`src/rtl/bram_capture_ctrl.sv`:
```
// bram_capture_ctrl: capture/readout sequencer for the FIR-output BRAM.
// On a trigger rising edge it writes DEPTH consecutive valid samples to
// addresses 0..DEPTH-1. It then holds the buffer and sweeps it out on a
// read-start rising edge. The read-data qualifiers are aligned to the BRAM
// read latency.
//
// Ports:
//   clock, i_reset       system clock; synchronous active-high reset
//   i_trigger            capture request (rising edge used)
//   i_sample_valid       FIR sample valid this cycle
//   i_clear              discard buffer, return to IDLE
//   i_read_start         readout request (rising edge used)
//   i_read_enable        readout advance / stall
//   o_wr_en, o_wr_addr   BRAM write port control
//   o_rd_en, o_rd_addr   BRAM read port control
//   o_rd_valid           BRAM read data valid this cycle
//   o_rd_last            qualifies the final readout word
//   o_full, o_busy       buffer complete / capture in progress
//   o_state              IDLE=0, CAPTURE=1, FULL=2, READOUT=3
module bram_capture_ctrl #(
  parameter int unsigned NB_ADDR    = 11,
  parameter int unsigned DEPTH      = 2048,
  parameter int unsigned RD_LATENCY = 1
) (
  input  logic               clock,
  input  logic               i_reset,
  input  logic               i_trigger,
  input  logic               i_sample_valid,
  input  logic               i_clear,
  input  logic               i_read_start,
  input  logic               i_read_enable,
  output logic               o_wr_en,
  output logic [NB_ADDR-1:0] o_wr_addr,
  output logic               o_rd_en,
  output logic [NB_ADDR-1:0] o_rd_addr,
  output logic               o_rd_valid,
  output logic               o_rd_last,
  output logic               o_full,
  output logic               o_busy,
  output logic [1:0]         o_state
);

  localparam logic [NB_ADDR-1:0] LAST_ADDR = NB_ADDR'(DEPTH - 1);

  typedef enum logic [1:0] {
    ST_IDLE    = 2'd0,
    ST_CAPTURE = 2'd1,
    ST_FULL    = 2'd2,
    ST_READOUT = 2'd3
  } state_t;

  state_t                  state_q, state_d;
  logic [NB_ADDR-1:0]      wr_cnt_q, wr_cnt_d;
  logic [NB_ADDR-1:0]      rd_cnt_q, rd_cnt_d;
  logic                    trig_prev_q, trig_prev_d;
  logic                    start_prev_q, start_prev_d;
  logic [RD_LATENCY-1:0]   rd_valid_q, rd_valid_d;
  logic [RD_LATENCY-1:0]   rd_last_q, rd_last_d;
  logic                    trig_edge;
  logic                    start_edge;
  logic                    wr_en_c;
  logic                    rd_en_c;

  assign trig_edge  = i_trigger & ~trig_prev_q;
  assign start_edge = i_read_start & ~start_prev_q;

  // State, counters and read-qualifier pipeline.
  // The edge registers follow their inputs even during reset, so a level that
  // is already high when reset is released is not taken for a new edge.
  always_ff @(posedge clock) begin
    trig_prev_q  <= trig_prev_d;
    start_prev_q <= start_prev_d;
    if (i_reset) begin
      state_q    <= ST_IDLE;
      wr_cnt_q   <= '0;
      rd_cnt_q   <= '0;
      rd_valid_q <= '0;
      rd_last_q  <= '0;
    end else begin
      state_q    <= state_d;
      wr_cnt_q   <= wr_cnt_d;
      rd_cnt_q   <= rd_cnt_d;
      rd_valid_q <= rd_valid_d;
      rd_last_q  <= rd_last_d;
    end
  end

  // Next-state, counter and port-enable logic.
  always_comb begin
    state_d      = state_q;
    wr_cnt_d     = wr_cnt_q;
    rd_cnt_d     = rd_cnt_q;
    trig_prev_d  = i_trigger;
    start_prev_d = i_read_start;
    wr_en_c      = 1'b0;
    rd_en_c      = 1'b0;
    rd_valid_d   = '0;
    rd_last_d    = '0;

    unique case (state_q)
      ST_IDLE: begin
        if (trig_edge) begin
          state_d  = ST_CAPTURE;
          wr_cnt_d = '0;
        end
      end
      ST_CAPTURE: begin
        wr_en_c = i_sample_valid;
        // Counter stops at the last address; it never wraps.
        if (i_sample_valid) begin
          if (wr_cnt_q == LAST_ADDR) state_d = ST_FULL;
          else                       wr_cnt_d = wr_cnt_q + NB_ADDR'(1);
        end
      end
      ST_FULL: begin
        if (start_edge) begin
          state_d  = ST_READOUT;
          rd_cnt_d = '0;
        end
      end
      ST_READOUT: begin
        rd_en_c = i_read_enable;
        if (i_read_enable) begin
          if (rd_cnt_q == LAST_ADDR) state_d = ST_FULL;
          else                       rd_cnt_d = rd_cnt_q + NB_ADDR'(1);
        end
      end
      default: state_d = ST_IDLE;
    endcase

    // Clear beats trigger/start/advance, including in IDLE.
    if (i_clear) begin
      state_d  = ST_IDLE;
      wr_cnt_d = '0;
      rd_cnt_d = '0;
      wr_en_c  = 1'b0;
      rd_en_c  = 1'b0;
    end

    if (i_reset) begin
      wr_en_c = 1'b0;
      rd_en_c = 1'b0;
    end

    // Valid/last ride a shift register matching the BRAM read latency.
    rd_valid_d[0] = rd_en_c;
    rd_last_d[0]  = rd_en_c & (rd_cnt_q == LAST_ADDR);
    for (int i = 1; i < int'(RD_LATENCY); i++) begin
      rd_valid_d[i] = rd_valid_q[i-1];
      rd_last_d[i]  = rd_last_q[i-1];
    end
  end

  assign o_wr_en    = wr_en_c;
  assign o_wr_addr  = wr_cnt_q;
  assign o_rd_en    = rd_en_c;
  assign o_rd_addr  = rd_cnt_q;
  assign o_rd_valid = rd_valid_q[RD_LATENCY-1];
  assign o_rd_last  = rd_last_q[RD_LATENCY-1];
  assign o_full     = (state_q == ST_FULL) || (state_q == ST_READOUT);
  assign o_busy     = (state_q == ST_CAPTURE);
  assign o_state    = state_q;

endmodule

```
`config.mk`:
```
export PLATFORM = sky130hd
export DESIGN_NAME = bram_capture_ctrl
export DESIGN_NICKNAME = d
export VERILOG_FILES = /design/src/rtl/bram_capture_ctrl.sv
export SDC_FILE = /design/constraint.sdc
export NUM_CORES = 1
export LEC_CHECK = 0
export BUFFER_PORTS_ARGS = -buffer_cell sky130_fd_sc_hd__buf_2
export CAP_MARGIN = 40
export CORE_ASPECT_RATIO = 1.25
export CORE_MARGIN = 1
export CORE_UTILIZATION = 35
export DETAILED_ROUTE_END_ITERATION = 12
export GPL_ROUTABILITY_DRIVEN = 1
export GPL_TIMING_DRIVEN = 1
export SLEW_MARGIN = 20
export SYNTH_ARGS = -nofsm -noshare
export SYNTH_HDL_FRONTEND = slang
export SYNTH_SLANG_ARGS = --single-unit
```
`constraint.sdc`:
```
create_clock -name clock -period 5.2 [get_ports clock]
set_input_delay 0.52 -clock clock [delete_from_list [all_inputs] [get_ports clock]]
set_output_delay 0.52 -clock clock [all_outputs]
set_load 0.02 [all_outputs]
```
==> results.cfg <==
[yosys]
synth_nets = 184
synth_edf_count = 0
ys.flop_type = dfxtp_1
syn_inst = 175
syn_area_per_cell_sq_um = 8.34
yosysSeqAreaShare = 0.384
synth_cell_types = 42
ys_warn_count = 0
async_flop_share = 0
syn_area_sq_mm = 0.00146
ys_seq_elements = 28

[floorplanning]
ios = 37
die_y_microns = 74.2
core_area_sq_mm = 0.00388
initial_utilization = 0.376
dieArea_sq_mm = 0.00443
rows = 25
die_x_microns = 59.7

[timing]
finalSetupViolations = 0
fin_skew_ns = 0.00458
rsz0062_at_grt = no
fin_crit_sh = 0.432
clock.fmax_mhz = 445
finalSetupTns_ns = 0
worst_slew_pin_slew_ns = 0.777
slew_violations = 0
hold_viol = 0
period_minus_slack_ns = 2.25
slew_headroom = 0.478

[clock_network]
post-cts-setup-buffer-count = 0
tritoncts = yes
cts_resized = 0
clk_path_buf_depth = 2
clk_latency_ns = 0.28
clkTransAtPathRegs_ns = 0.10
cts_buffers = 3
clock-sinks = 28
cts_hold_buffers = 0
htreeDepth = 1
cts_root_buf = clkbuf_8

[layout]
fill_cells = 427
syn_to_final_growth_pct = 19.5
layout.cells.most_common = buf_2
layoutNonFillerInstCount = 264
num_antenna_cells = 0
fin_area_sq_mm = 0.00174
seqCellArea_sq_um = 561
drive_gt1_frac = 0.219
final_cell_mix = 36 x buf_2, 28 x dfxtp_1, 19 x nand2_1
finalNetCount = 220
multiInputGateArea_sq_um = 850

[flow_run]
drv_cap = 0

[setup_path]
critPathArrivalTime_ns = 1.73
start_kind = flip-flop
max_stage_delay_ns = 0.60
crit_fanout = 14
crit_type = reg -> out
endpoint_kind = output port
cp_slowest_cell = dfxtp_1
cp_data_required_time_ns = 4.68
path_cells = nand2b_1 -> inv_2 -> nand2_1 -> nor2_1 -> buf_2

[drt]
viasPerCell = 5.62
wire_per_inst_microns = 13.8
wl_microns = 3630
vias = 1484
ant_nets = 0
drtIter0Drc = 55
drt_pre_antenna_iters = 4
drc_errors = 0

[global_route]
grt_pass1_wl_microns = 5920
grt_max_degree = 18
gr-total-overflow = 0
antenna_found_initial = 0
grt_pass1_vias = 1299
track_usage = 0.173

[placement]
dpl.cell_count = 260
hpwl_microns = 2670
io_buffers = 36
gp_congestion = 0.788
post_dp_cell_area_sq_mm = 0.00169

[pwr]
power.leakage_nw = 0.624
ir_drop_uv = 109
power_density_mw_per_mm2 = 214

[min_path]
hold_class = in -> reg

[outcome]
run_status = finished clean
## final cells by class
cell class                      count  share of cell area
Clock buffer                        4              0.0316
Inverter                            6              0.0129
Multi-Input combinational cell    135               0.487
Sequential cell                    28               0.322
Tap cell                           54              0.0388
Timing Repair Buffer               37               0.108
## cell usage after synthesis, drive strengths merged (2+ instances only)
| cell type | count | share of area |
|---|---|---|
| buf | 3 | 0.010 |
| nor4 | 4 | 0.026 |
| a31oi | 2 | 0.0086 |
| dfxtp | 28 | 0.38 |
| nand4 | 5 | 0.021 |
| o21ai | 7 | 0.024 |
| or4 | 10 | 0.051 |
| nand2 | 19 | 0.049 |
| a41oi | 3 | 0.018 |
| inv | 6 | 0.015 |
| or3 | 5 | 0.021 |
| o31ai | 7 | 0.036 |
| or2 | 2 | 0.0086 |
| and2 | 2 | 0.0086 |
| nor3b | 2 | 0.010 |
| nand3 | 9 | 0.031 |
| and3 | 2 | 0.0086 |
| o211ai | 2 | 0.010 |
| and4 | 3 | 0.018 |
| nor3 | 5 | 0.017 |
| o221a | 3 | 0.023 |
| clkbuf | 3 | 0.0077 |
| or3b | 2 | 0.012 |
| a211oi | 2 | 0.010 |
| ha | 2 | 0.017 |
| nor2 | 9 | 0.023 |
| a21oi | 13 | 0.045 |
| o21a | 5 | 0.026 |
## sequential cells by signal, summed over array words and instances, names as in the netlist
signal / cells
o_rd_last: 1
o_rd_valid: 1
start_prev_q: 1
o_rd_addr: 11
o_state: 2
o_wr_addr: 11
trig_prev_q: 1
## kinds of logic (layout without fill, tap and decap cells)
group | after synthesis | count (layout) | synth area share
compound gates | 51 | 51 | 0.242
flops | 28 | 28 | 0.384
mux | 1 | 1 | 0.00772
simple gates | 81 | 81 | 0.316
fa+ha+maj | 2 | 2 | 0.0171
buf+inv | 12 | 47 | 0.0334
## path summary, 6_finish.rpt
check             slack [ns]          from  depth (start not counted)      endpoint
hold / removal          0.35     i_trigger                          1   trig_prev_q
setup / recovery        2.95    o_state[0]                          5       o_wr_en
hold reg to reg         0.50  o_rd_addr[8]                          2  o_rd_addr[8]
setup reg to reg        2.96  o_wr_addr[0]                          6  o_wr_addr[7]
## stage by stage
| stage | power [mW] | hold WS (ns) | util | setup WS, ns |
|---|---|---|---|---|
| after detailed placement | 0.240 | 0.487 | 0.435 | 2.99 |
| after global routing | 0.387 | 0.338 | 0.449 | 2.74 |
| after global placement | 0.240 | 0.493 | 0.435 | 3.04 |
| after floorplan | 0.233 | 0.548 | - | 3.26 |
| after CTS | 0.375 | 0.350 | 0.449 | 2.95 |
| final | 0.372 | 0.349 | 0.449 | 2.95 |
## critical path, delay by kind of cell (launching register included)
family / cells / cell delay [ns]
buf+inv: 2 / 0.31
flops: 1 / 0.60
simple gates: 3 / 0.53
## where the power goes
part,leakage (nW),internal (mW),switching [mW]
clock,0.0288,0.0679,0.0697
combinational,0.369,0.00608,0.0119
sequential,0.226,0.215,0.00128
total,0.624,0.289,0.0829
## layer usage
metal / share of wire / wire length [microns] / GRT usage
met1: 0.46 / 1680 / 0.220
met2: 0.48 / 1750 / 0.290
met3: 0.041 / 149 / 0.0261
met4: 0.015 / 55 / 0.0672
met5: 0 / 0 / 0
Note: power is estimated with default switching activity, not from simulation.
